## src/rtl/ddrphy_dly_pkg.sv

```systemverilog
// rtl/ddrphy_dly_pkg.sv - state encoding and timing constants for the lane delay-line sequencer
package ddrphy_dly_pkg;

    localparam int STATE_W = 3;
    localparam int CNT_W   = 16;

    localparam logic [STATE_W-1:0] S_IDLE  = 3'd0;
    localparam logic [STATE_W-1:0] S_LEAD  = 3'd1;
    localparam logic [STATE_W-1:0] S_PULSE = 3'd2;
    localparam logic [STATE_W-1:0] S_GAP   = 3'd3;
    localparam logic [STATE_W-1:0] S_TRAIL = 3'd4;
    localparam logic [STATE_W-1:0] S_DONE  = 3'd5;

    // A phase of N cycles is timed by loading N-1 and leaving when the counter reads zero.
    function automatic logic [CNT_W-1:0] cyc_to_cnt(input int cycles);
        return (cycles > 1) ? CNT_W'(cycles - 1) : '0;
    endfunction

endpackage

```

## src/rtl/ddrphy_dly_cnt.sv

```systemverilog
// rtl/ddrphy_dly_cnt.sv - loadable down-counter with zero flag, times the LEAD, GAP and TRAIL phases
module ddrphy_dly_cnt #(
    parameter int W = 16
) (
    input  logic         clk,
    input  logic         rst_n,
    input  logic         load,
    input  logic [W-1:0] load_val,
    output logic         zero
);

    logic [W-1:0] cnt_q;
    logic [W-1:0] cnt_d;

    always_comb begin
        cnt_d = cnt_q;
        if (load) begin
            cnt_d = load_val;
        end else if (cnt_q != '0) begin
            cnt_d = cnt_q - W'(1);
        end
    end

    always_ff @(posedge clk or negedge rst_n) begin
        if (!rst_n) begin
            cnt_q <= '0;
        end else begin
            cnt_q <= cnt_d;
        end
    end

    assign zero = (cnt_q == '0);

endmodule

```

## src/rtl/ddrphy_lane_dly_seq.sv

```systemverilog
// rtl/ddrphy_lane_dly_seq.sv - per-lane delay-line MOVE/LOAD sequencer with clock-pause bracketing
// Optional per-lane tap tracking is built when DDRPHY_DLY_TAP_TRACK_EN is defined.
module ddrphy_lane_dly_seq
    import ddrphy_dly_pkg::*;
#(
    parameter int NUM_LANES   = 4,
    parameter int LANE_W      = (NUM_LANES > 1) ? $clog2(NUM_LANES) : 1,
    parameter int STEP_W      = 8,
    parameter int PAUSE_LEAD  = 2,
    parameter int PAUSE_TRAIL = 2,
    parameter int MOVE_GAP    = 3,
    parameter int TAP_W       = 8
) (
    input  logic                 FAB_CLK,
    input  logic                 RESET_N,
    input  logic                 REQ_VALID,
    output logic                 REQ_READY,
    input  logic [LANE_W-1:0]    REQ_LANE,
    input  logic                 REQ_TX,
    input  logic                 REQ_DIR,
    input  logic                 REQ_LOAD,
    input  logic [STEP_W-1:0]    REQ_STEPS,
    output logic                 DONE_VALID,
    output logic                 DONE_OOR,
    output logic [STEP_W-1:0]    DONE_STEPS,
    output logic [TAP_W-1:0]     DONE_TAP_POS,
    output logic                 BUSY,
    input  logic [NUM_LANES-1:0] RX_DELAY_LINE_OUT_OF_RANGE,
    input  logic [NUM_LANES-1:0] TX_DELAY_LINE_OUT_OF_RANGE,
    output logic [NUM_LANES-1:0] DELAY_LINE_SEL,
    output logic [NUM_LANES-1:0] DELAY_LINE_DIRECTION,
    output logic [NUM_LANES-1:0] DELAY_LINE_MOVE,
    output logic [NUM_LANES-1:0] DELAY_LINE_LOAD,
    output logic [NUM_LANES-1:0] HS_IO_CLK_PAUSE
);

    logic [STATE_W-1:0] state_q,  state_d;
    logic [LANE_W-1:0]  lane_q,   lane_d;
    logic               tx_q,     tx_d;
    logic               dir_q,    dir_d;
    logic               load_q,   load_d;
    logic [STEP_W-1:0]  steps_q,  steps_d;
    logic [STEP_W-1:0]  issued_q, issued_d;
    logic               oor_q,    oor_d;
    logic               quiet_q,  quiet_d;

    logic               cnt_load;
    logic [CNT_W-1:0]   cnt_val;
    logic               cnt_zero;
    logic               lane_ok;
    logic               zero_req;
    logic               line_oor;
    logic               active;
    logic [NUM_LANES-1:0] lane_dec;

    ddrphy_dly_cnt #(.W(CNT_W)) u_cnt (
        .clk      (FAB_CLK),
        .rst_n    (RESET_N),
        .load     (cnt_load),
        .load_val (cnt_val),
        .zero     (cnt_zero)
    );

    // An out-of-range lane index decodes to no lane at all.
    always_comb begin
        lane_dec = '0;
        for (int i = 0; i < NUM_LANES; i++) begin
            lane_dec[i] = (lane_q == LANE_W'(i));
        end
    end

    assign line_oor = |((tx_q ? TX_DELAY_LINE_OUT_OF_RANGE : RX_DELAY_LINE_OUT_OF_RANGE) & lane_dec);
    assign lane_ok  = (int'(REQ_LANE) < NUM_LANES);
    assign zero_req = !REQ_LOAD && (REQ_STEPS == '0);

    always_comb begin
        state_d  = state_q;
        lane_d   = lane_q;
        tx_d     = tx_q;
        dir_d    = dir_q;
        load_d   = load_q;
        steps_d  = steps_q;
        issued_d = issued_q;
        oor_d    = oor_q;
        quiet_d  = quiet_q;
        cnt_load = 1'b0;
        cnt_val  = '0;
        case (state_q)
            S_IDLE: begin
                if (REQ_VALID) begin
                    lane_d   = REQ_LANE;
                    tx_d     = REQ_TX;
                    dir_d    = REQ_DIR;
                    load_d   = REQ_LOAD;
                    steps_d  = REQ_STEPS;
                    issued_d = '0;
                    oor_d    = !lane_ok;
                    quiet_d  = !lane_ok || zero_req;
                    cnt_load = 1'b1;
                    // Quiet requests spend one unpaused cycle in TRAIL so DONE lands two cycles out.
                    if (!lane_ok || zero_req) begin
                        state_d = S_TRAIL;
                        cnt_val = '0;
                    end else begin
                        state_d = S_LEAD;
                        cnt_val = cyc_to_cnt(PAUSE_LEAD);
                    end
                end
            end
            S_LEAD: begin
                if (cnt_zero) begin
                    state_d = S_PULSE;
                end
            end
            S_PULSE: begin
                state_d  = S_GAP;
                cnt_load = 1'b1;
                cnt_val  = cyc_to_cnt(MOVE_GAP);
                if (!load_q) begin
                    issued_d = issued_q + STEP_W'(1);
                end
            end
            S_GAP: begin
                if (cnt_zero) begin
                    cnt_load = 1'b1;
                    cnt_val  = cyc_to_cnt(PAUSE_TRAIL);
                    if (line_oor) begin
                        oor_d   = 1'b1;
                        state_d = S_TRAIL;
                    end else if (load_q || (issued_q == steps_q)) begin
                        state_d = S_TRAIL;
                    end else begin
                        cnt_load = 1'b0;
                        state_d  = S_PULSE;
                    end
                end
            end
            S_TRAIL: begin
                if (cnt_zero) begin
                    state_d = S_DONE;
                end
            end
            S_DONE: begin
                state_d = S_IDLE;
            end
            default: begin
                state_d = S_IDLE;
            end
        endcase
    end

    always_ff @(posedge FAB_CLK or negedge RESET_N) begin
        if (!RESET_N) begin
            state_q  <= S_IDLE;
            lane_q   <= '0;
            tx_q     <= 1'b0;
            dir_q    <= 1'b0;
            load_q   <= 1'b0;
            steps_q  <= '0;
            issued_q <= '0;
            oor_q    <= 1'b0;
            quiet_q  <= 1'b0;
        end else begin
            state_q  <= state_d;
            lane_q   <= lane_d;
            tx_q     <= tx_d;
            dir_q    <= dir_d;
            load_q   <= load_d;
            steps_q  <= steps_d;
            issued_q <= issued_d;
            oor_q    <= oor_d;
            quiet_q  <= quiet_d;
        end
    end

    assign active = !quiet_q && ((state_q == S_LEAD) || (state_q == S_PULSE) ||
                                 (state_q == S_GAP)  || (state_q == S_TRAIL));

    assign REQ_READY            = (state_q == S_IDLE);
    assign BUSY                 = !REQ_READY;
    assign HS_IO_CLK_PAUSE      = active ? lane_dec : '0;
    assign DELAY_LINE_SEL       = (active && tx_q)  ? lane_dec : '0;
    assign DELAY_LINE_DIRECTION = (active && dir_q) ? lane_dec : '0;
    assign DELAY_LINE_MOVE      = ((state_q == S_PULSE) && !load_q) ? lane_dec : '0;
    assign DELAY_LINE_LOAD      = ((state_q == S_PULSE) &&  load_q) ? lane_dec : '0;
    assign DONE_VALID           = (state_q == S_DONE);
    assign DONE_OOR             = DONE_VALID && oor_q;
    assign DONE_STEPS           = DONE_VALID ? issued_q : '0;

`ifdef DDRPHY_DLY_TAP_TRACK_EN
    logic [TAP_W-1:0] tap_q [NUM_LANES][2];
    logic [TAP_W-1:0] tap_d [NUM_LANES][2];
    logic [TAP_W-1:0] tap_sel;

    // Index [lane][line] with line 1 = TX; MOVE saturates at both ends of the counter.
    always_comb begin
        tap_d   = tap_q;
        tap_sel = '0;
        for (int i = 0; i < NUM_LANES; i++) begin
            for (int j = 0; j < 2; j++) begin
                if (lane_dec[i] && (tx_q == 1'(j))) begin
                    tap_sel = tap_q[i][j];
                    if (state_q == S_PULSE) begin
                        if (load_q) begin
                            tap_d[i][j] = '0;
                        end else if (dir_q && (tap_q[i][j] != '1)) begin
                            tap_d[i][j] = tap_q[i][j] + TAP_W'(1);
                        end else if (!dir_q && (tap_q[i][j] != '0)) begin
                            tap_d[i][j] = tap_q[i][j] - TAP_W'(1);
                        end
                    end
                end
            end
        end
    end

    always_ff @(posedge FAB_CLK or negedge RESET_N) begin
        if (!RESET_N) begin
            for (int i = 0; i < NUM_LANES; i++) begin
                for (int j = 0; j < 2; j++) begin
                    tap_q[i][j] <= '0;
                end
            end
        end else begin
            tap_q <= tap_d;
        end
    end

    assign DONE_TAP_POS = DONE_VALID ? tap_sel : '0;
`else
    assign DONE_TAP_POS = '0;
`endif

endmodule

```

## config.mk

```make
export PLATFORM = sky130hd
export DESIGN_NAME = ddrphy_lane_dly_seq
export DESIGN_NICKNAME = d
export VERILOG_FILES = /design/src/rtl/ddrphy_dly_pkg.sv /design/src/rtl/ddrphy_dly_cnt.sv /design/src/rtl/ddrphy_lane_dly_seq.sv
export SDC_FILE = /design/constraint.sdc
export NUM_CORES = 1
export LEC_CHECK = 0
export CORE_MARGIN = 5
export CORE_UTILIZATION = 41
export DETAILED_ROUTE_END_ITERATION = 16
export GPL_ROUTABILITY_DRIVEN = 0
export PLACE_DENSITY_LB_ADDON = 0.1
export SLEW_MARGIN = 20
export SYNTH_ARGS = -nofsm -noshare
export SYNTH_HDL_FRONTEND = slang
export SYNTH_SLANG_ARGS = --single-unit
```

## constraint.sdc

```tcl
create_clock -name FAB_CLK -period 2.57 [get_ports FAB_CLK]
set_clock_uncertainty 0.1 [all_clocks]
set_input_delay 0.257 -clock FAB_CLK [delete_from_list [all_inputs] [get_ports FAB_CLK]]
set_output_delay 0.257 -clock FAB_CLK [all_outputs]
set_load 0.05 [all_outputs]
```

[Yosys cells after proc, flatten, opt, wreduce, memory -nomap -nowiden]
Cells that the tools add are included.
Cells by class
  add/sub/neg operators: 2
  multiply operators: 0
  divide/modulo/power cells: 0
  order comparisons: 0
  equality and inequality tests: 15
  shift operators: 0
  muxes and demuxes: 33
  bitwise operators: 1
  reductions and logical operators: 28
Operator list (number)
  $mux 16: 2
  $mux 4: 6
  $mux 8: 3
  $mux 3: 7
  $logic_not 16->1: 1
  $pmux 8 s2: 1
  $reduce_bool 16->1: 1
  $sub 16x1->16 const B: 1
  $pmux 3 s5: 1
  $ne 2x2->1 const B: 6
  $mux 1: 10
  $add 8x1->8 const B: 1
  $eq 8x8->1: 1
  $logic_not 8->1: 1
  $reduce_and 4->1: 2
  $logic_and 1x1->1: 7
  $eq 3x2->1 const B: 2
  $eq 3x3->1 const B: 2
  $pmux 2 s3: 1
  $reduce_bool 2->1: 3
  $and 4x4->4: 1
  $eq 2x2->1 const B: 2
  $logic_not 1->1: 4
  $logic_or 1x1->1: 4
  other kinds (9): 9
Word-level totals
  register bits: 42
  latch bits: 0
  RAM bits: 0
  memory bits (read-only): 0
  logic and storage cells: 89
  memories kept: 0

[Depth between registers and ports, before layout]
Gate-level depths: netlist of the first run.
  depth after elaboration: 7
  mapped depth: 9
  mapped depth without buffers: 7

[By module]
From an unflattened synthesis of the first run, not the netlist that was laid out.
Second synthesis, totals
  cell total of the unflattened synthesis: 307
  area, all modules: 2665.1 µm²
By module, submodules not included
  ddrphy_lane_dly_seq: instances 1, cells an instance 203, area an instance 1659.1 µm²
  ddrphy_dly_cnt: instances 1, cells an instance 104, area an instance 1006.0 µm²

[Least setup slack after synthesis of the first run]
Ideal clock, no wire load.
  path kind: register to output
  start: reg state_q[0]
  end: out DELAY_LINE_DIRECTION[3]
  data arrival time: 2.698 ns
  path slack: -0.485 ns
  stages on the path, launching flop included: 7
  path through: dfrtp_1 -> or3_1 -> clkbuf_1 -> nand2_1 -> or2_2 -> nor2_1 -> and2_1
On the way
  cells in the longest elaborated chain, start to end: 7
  elaborated cells on any way between the ends: 10
  classes of those cells: eq/ne (4); mux (1); reduce/logical (5)
RTL lines
  start: declaration: RTL line ddrphy_lane_dly_seq.sv:37  | logic [STATE_W-1:0] state_q, state_d;
  start signal: assignment: RTL line ddrphy_lane_dly_seq.sv:164  | state_q <= state_d;
  $eq 3x1->1 or $eq 3x2->1 (tied branches): RTL line ddrphy_lane_dly_seq.sv:176  | assign active = !quiet_q && ((state_q == S_LEAD) || (state_q == S_PULSE) ||
  $logic_or 1x1->1 (2 in series): RTL line ddrphy_lane_dly_seq.sv:176
  $logic_or 1x1->1 *: RTL line ddrphy_lane_dly_seq.sv:177  | (state_q == S_GAP) || (state_q == S_TRAIL));
  $logic_and 1x1->1 *: RTL line ddrphy_lane_dly_seq.sv:176
  $logic_and 1x1->1 *: RTL line ddrphy_lane_dly_seq.sv:183  | assign DELAY_LINE_DIRECTION = (active && dir_q) ? lane_dec : '0;
  $mux 4 *: RTL line ddrphy_lane_dly_seq.sv:183
  end: declaration: RTL line ddrphy_lane_dly_seq.sv:31  | output logic [NUM_LANES-1:0] DELAY_LINE_DIRECTION,
Every way passes the cells marked *; elsewhere a longest branch is shown, timed or not.

[Worst setup path after layout of the first run]
  start: reg u_cnt.cnt_q[5]
  end: reg u_cnt.cnt_q[14]
On the way
  cells in the longest elaborated chain, start to end: 4
  elaborated cells on any way between the ends: 8
  classes of those cells: add/sub (1); mux (4); reduce/logical (3)
RTL lines
  start: declaration: RTL line ddrphy_dly_cnt.sv:12  | logic [W-1:0] cnt_q;
  start signal: assignment: RTL line ddrphy_dly_cnt.sv:28  | cnt_q <= cnt_d;
  branches (longest 4 deep; another with $sub 16x1->16)
Several ways; the timed one is not identified. The select of a mux whose other input is x is not followed.
A chain may end at the register's enable or synchronous reset.

==> out/results.tsv, run 1 <==
stage	metric	value	unit
floorplan	die_h	88.83	um
clocking	root_buffer	clkbuf_8	
finish	final_area	3272	um^2
finish	drive_above_1_share	18.75	%
yosys	synthFlopType	dfrtp_1	
yosys	synth_cells	297	
pwr	sequentialPowerShare	42.2	%
setup_path	worstSetupStartpointType	register	
setup_path	critPathArrivalTime	2.49	ns
setup_path	crit_slowest_cell	or4_4	
placement	numPortBuffers	55	
yosys	synth.area.top_cells	dfrtp_1, xor2_1, nand2_1	
floorplan	core	5991	um^2
timing	worstMarginPinSlew	0.9186	ns
pwr	p_per_area	927.5	nW/um^2
setup_path	path_buf_inv	0	
setup_path	reg2reg_depth	5	
drt	drtAntennaViolNets	0	
finish	area_growth	28.44	%
global_route	grt_max_degree	43	
yosys	avgSynthCellArea	8.577	um^2
pwr	p_leak	1.539	nW
yosys	synth_seq_cells	42	
finish	instances_no_fill	427	
timing	rsz0062_at_grt	false	
setup_path	end_kind	register	
timing	finalCritPeriodShare	94.66	%
global_route	track_usage	16.29	%
floorplan	row_count	28	
setup_path	crit_fanout	14	
run	drv_cap	0	
setup_path	crit_family	simple AND/OR/NAND/NOR gates	
clocking	clk_latency	0.29	ns
setup_path	r2r_end	u_cnt.cnt_q[14]	
min_path	hold_path_class	in2async	
global_route	grt_pass1_wl	9901	um
yosys	yosysWarningCount	0	
yosys	synth_area_leader_cell	dfrtp_1	
clocking	cts_buffers	5	
run_status	violations	negative hold slack	
floorplan	die_area	7890	um^2
pwr	switchingPower	1.284	mW
clocking	cts_setup_buffers	0	
timing	fmax	0.4111	GHz
setup_path	critical_path_required	2.62	ns
yosys	synth-edff-count	0	
yosys	syn_area	2547	um^2
placement	dpl.hpwl	4578	um
drt	via_per_inst	5.026	
clocking	htreeDepth	2	
setup_path	path_cells	or4_4, or2_1, or2_0, o31ai_4, nor2_1	
yosys	synth_top_area_share	41.26	%
drt	remaining_drc_errors	0	
global_route	grt_pass1_vias	1981	
timing	max-slew-margin-rel	38.76	%
yosys	async_flop_share	100.0	%
finish	diodes	0	
finish	layout.nets	378	
drt	drt_iter0_markers	114	
yosys	ys_top_cells_by_count	nand2_1, nor2_1, dfrtp_1, xor2_1	
setup_path	crit_type	reg2reg	
setup_path	r2r_slack	0.14	ns
floorplan	die_w	88.83	um
pwr	clkPwrFrac	14.3	%
clocking	cts_max_path_buffers	2	
pwr	ir_drop	0.6171	mV
run_status	status	complete, but fails checks	
timing	finalCriticalPeriod	2.433	ns
pwr	switching_share	42.31	%
yosys	netlist-cell-type-count	48	
global_route	grt_antenna_before_repair	0	
pwr	internal_power	1.751	mW
floorplan	num_io_pins	64	
placement	dpl.cell_count	419	
drt	wl_per_cell	13.97	um
global_route	grt_overflow	0	
yosys	synth_most_common_cell	nand2_1	
drt	wl	5966	um
clocking	tritoncts	built	
drt	first_pass_iters	4	
setup_path	slowest_delay	0.57	ns
clocking	clk_pin_slew	0.08	ns
finish	final_core_util	54.62	%
yosys	ys_seq_area_share	41.26	%
timing	tns	0	ns
timing	whs	-0.004260	ns
timing	hold_viol	14	
placement	dpl_cell_area	3179	um^2
floorplan	start_util	42.52	%
finish	fill_cells	572	
setup_path	rr_startpoint	u_cnt.cnt_q[5]	
pwr	pwr-share-comb	43.5	%
timing	setup_viol	0	
clocking	clock_sinks	42	
timing	drv_slew	0	
drt	num_vias	2146	
power by group through the flow:
stage               Sequential, mW  Combinational (mW)  Clock (mW)
finish                        1.28                1.32       0.434
global route                  1.33                1.49       0.479
CTS                           1.28                1.34       0.450
detailed placement            1.29                1.33           0
global placement              1.29                1.31           0
floorplan                     1.18                1.03           0
layout by cell type, fill, tap and decap left out, types with 5 or more instances in the layout:
cell             synthesis  layout
nor3_1                  10       8
clkdlybuf4s50_1          0      23
nor2_1                  45      44
nand3_1                  6       6
and3_1                   7       7
o21ai_0                  7       7
nand4_1                  5       5
clkbuf_8                 0       6
buf_12                   0       8
xor2_1                  25      25
buf_4                    8      32
dfrtp_1                 42      41
inv_1                    6       6
and2_1                  13      13
nand2_1                 54      54
conb_1                   1       8
flip-flops by register name (all words and copies together) (netlist names):
signal,flops
dir_q,1
issued_q,8
lane_q,2
load_q,1
oor_q,1
quiet_q,1
state_q,3
steps_q,8
tx_q,1
u_cnt.cnt_q,16
layout make-up:
cell class | instances | area [um^2] | share of cell area, %
clock buffers | 7 | 86.33 | 2.639
clock inverters | 1 | 5.005 | 0.1530
inverters | 6 | 22.52 | 0.6883
multi-input cells | 232 | 1376 | 42.06
flip-flops and latches | 42 | 1052 | 32.16
well taps | 75 | 93.84 | 2.868
repair buffers | 64 | 635.6 | 19.43
through the flow:
step	power [mW]	hold slack, ns	setup WS (ns)
2_1_floorplan	2.207	-0.1386	0.03190
3_3_place_gp	2.596	0.3508	0.1470
3_5_place_dp	2.622	0.3650	0.07419
4_1_cts	3.068	0.02473	0.05265
5_1_grt	3.299	0.08121	0.002854
6_report	3.035	-0.004260	0.1373
routing by layer:
| metal | GRT usage [%] | share of wire, % | vias to the layer above |
|---|---|---|---|
| met5 | 0 | 0 | - |
| met4 | 5.769 | 1.5 | 0 |
| met3 | 3.166 | 5.8 | 8 |
| met2 | 25.51 | 47 | 53 |
| met1 | 22.45 | 46 | 1003 |
| li1 | - | - | 1082 |
kinds of logic after synthesis:
logic type	count (synthesis)	share of synthesized area (%)
xor+xnor	27	9.283
flops	42	41.26
fa+ha+maj	3	1.474
mux	3	2.210
other cells	1	0.1472
simple gates	166	31.63
compound gates	25	7.761
buf+inv	30	6.238
worst max path at each step:
stage,startpoint,end,slack (ns),cells past startpoint
after floorplan,state_q[0],DELAY_LINE_DIRECTION[3],0.03,6
after global placement,u_cnt.cnt_q[5],u_cnt.cnt_q[12],0.15,5
after detailed placement,u_cnt.cnt_q[5],u_cnt.cnt_q[14],0.07,5
after CTS,u_cnt.cnt_q[5],u_cnt.cnt_q[14],0.05,5
after global routing,state_q[1],DELAY_LINE_SEL[3],0.003,6
final,u_cnt.cnt_q[5],u_cnt.cnt_q[14],0.14,5
repair_timing:
| item | CTS | global route |
|---|---|---|
| endpoints found under the hold margin | 0 | 0 |
| setup endpoints to repair | 0 | 16 |
| gates resized for setup | 0 | 1 |
| hold buffers | 0 | 0 |
Power figures use the tool's default switching activity.
==> inputs of run 2 (changes only) <==
- SETUP_SLACK_MARGIN: not set -> 0.2
==> out/results.tsv, run 2 (synthesized netlist as in run 1, its figures left out) <==
stage	metric	value	unit	change
drt	wl	6237	um	was 5966 um
timing	tns	0	ns	unchanged
finish	layout.nets	384		was 378
finish	mostFrequentLayoutCells	nand2_1, nor2_1, dfrtp_1		unchanged
setup_path	critPathArrivalTime	1.95	ns	was 2.49 ns
timing	setup_viol	0		unchanged
finish	largest_register_ffs	16		unchanged
setup_path	end_kind	primary output		was register
global_route	grt_overflow	0		unchanged
setup_path	worstSetupStartpointType	register		unchanged
clocking	htreeDepth	2		unchanged
timing	max-slew-margin-rel	38.03	%	was 38.76%
clocking	root_buffer	clkbuf_8		unchanged
pwr	ir_drop	0.5923	mV	was 0.6171 mV
floorplan	start_util	42.52	%	unchanged
timing	worstMarginPinSlew	0.9296	ns	was 0.9186 ns
drt	wl_per_cell	14.40	um	was 13.97 um
finish	reg_top3	u_cnt.cnt_q (16), issued_q (8), steps_q (8)		unchanged
drt	via_per_inst	5.097		was 5.026
clocking	clk_pin_slew	0.08	ns	about the same
timing	hold_viol	0		was 14
floorplan	row_count	28		unchanged
setup_path	crit_type	reg2out		was reg2reg
pwr	pwr-share-comb	47.2	%	was 43.5%
clocking	cts_max_path_buffers	2		unchanged
setup_path	critical_path_required	2.21	ns	was 2.62 ns
timing	rsz0062_at_grt	true		was false
finish	largest-register	u_cnt.cnt_q		unchanged
timing	finalCritPeriodShare	89.78	%	was 94.66%
pwr	p_per_area	937.5	nW/um^2	was 927.5 nW/um^2
pwr	internal_power	1.903	mW	was 1.751 mW
floorplan	die_h	88.83	um	unchanged
pwr	p_leak	1.601	nW	was 1.539 nW
drt	num_vias	2207		was 2,146
setup_path	crit_fanout	6		was 14
timing	finalCriticalPeriod	2.307	ns	was 2.433 ns
timing	whs	0.006417	ns	was -0.004260 ns
global_route	track_usage	16.65	%	was 16.29%
pwr	clkPwrFrac	13.1	%	was 14.3%
clocking	tritoncts	built		unchanged
placement	numPortBuffers	55		unchanged
finish	fill_cells	549		was 572
floorplan	die_area	7890	um^2	unchanged
timing	drv_slew	0		unchanged
pwr	switching_share	41.67	%	was 42.31%
floorplan	num_io_pins	64		unchanged
run	drv_cap	0		unchanged
global_route	grt_max_degree	43		unchanged
clocking	cts_buffers	5		unchanged
drt	drtAntennaViolNets	0		unchanged
drt	drt_iter0_markers	149		was 114
pwr	sequentialPowerShare	39.6	%	was 42.2%
global_route	grt_antenna_before_repair	0		unchanged
drt	first_pass_iters	4		unchanged
drt	remaining_drc_errors	0		unchanged
min_path	hold_path_class	in2async		unchanged
clocking	clk_latency	0.28	ns	was 0.29 ns
run_status	status	finished clean		was complete, but fails checks
pwr	switchingPower	1.359	mW	was 1.284 mW
global_route	grt_pass1_vias	2138		was 1,981
finish	diodes	0		unchanged
placement	dpl.hpwl	4703	um	was 4578 um
floorplan	die_w	88.83	um	unchanged
floorplan	core	5991	um^2	unchanged
finish	area_growth	36.59	%	was 28.44%
finish	drive_above_1_share	22.07	%	was 18.75%
global_route	grt_pass1_wl	10370	um	was 9901 um
timing	fmax	0.4334	GHz	was 0.4111 GHz
clocking	clock_sinks	42		unchanged
finish	final_common_cell	nand2_1		unchanged
## run 2: per-layer routing
layer | vias to the layer above | track usage (%) | wire length [um]
li1 | 1097 | - | -
met1 | 1050 | 22.40 | 2894
met2 | 58 | 28.07 | 2970
met3 | 2 | 2.980 | 337
met4 | 0 | 3.571 | 34
met5 | - | 0 | 0
## run 2: final timing paths
check                                start                  to  slack, ns  cells past startpoint
worst max-delay path            state_q[0]  DELAY_LINE_MOVE[0]       0.26                      3
worst min-delay path               RESET_N     u_cnt.cnt_q[10]      0.006                      1
worst max register to register  state_q[1]      u_cnt.cnt_q[3]       0.32                      6
worst min register to register  steps_q[5]          steps_q[5]       0.40                      2
max in group asynchronous          RESET_N                tx_q       1.72                      1
min in group FAB_CLK            steps_q[5]          steps_q[5]       0.40                      2
## run 2: power by group through the flow
stage | Combinational [mW] | Sequential, mW | Clock, mW
floorplan | 1.03 | 1.18 | 0
global placement | 1.41 | 1.29 | 0
detailed placement | 1.43 | 1.30 | 0
CTS | 1.48 | 1.30 | 0.443
global route | 1.69 | 1.35 | 0.477
finish | 1.54 | 1.29 | 0.428
## run 2: worst max-delay path, cell delays in order (launching register included)
cell     delay [ns]
dfrtp_1        0.44
or4b_2         0.83
nor3_2         0.23
buf_12         0.17
## run 2: timing repair
action | 4_1_cts | 5_1_grt
pin swaps | 1 | 3
cloned | 1 | 0
hold buffers | 0 | 0
buffers inserted | 0 | 4
resized for setup | 5 | 6
endpoints found under the setup margin | 19 | 26
## run 2: area by class of cell
class                           instances  area [um^2]  share of cell area, %
Inverter                                6        26.28                 0.7551
Clock buffer                            7        86.33                  2.481
Clock inverter                          1        5.005                 0.1438
Sequential cell                        42         1055                  30.31
Timing Repair Buffer                   69        789.5                  22.69
Tap cell                               75        93.84                  2.697
Multi-Input combinational cell        233         1424                  40.92
## run 2: through the flow
step	util (%)	cell area [um^2]	std cells	power (mW)	worst slack [ns]
after floorplan	-	2603	304	2.210	0.2165
after global placement	55.12	3302	420	2.703	0.1580
after detailed placement	55.12	3302	420	2.736	0.1063
after CTS	57.14	3423	429	3.217	0.2169
after global routing	58.08	3480	433	3.519	0.1580
final	58.08	3480	433	3.262	0.2627
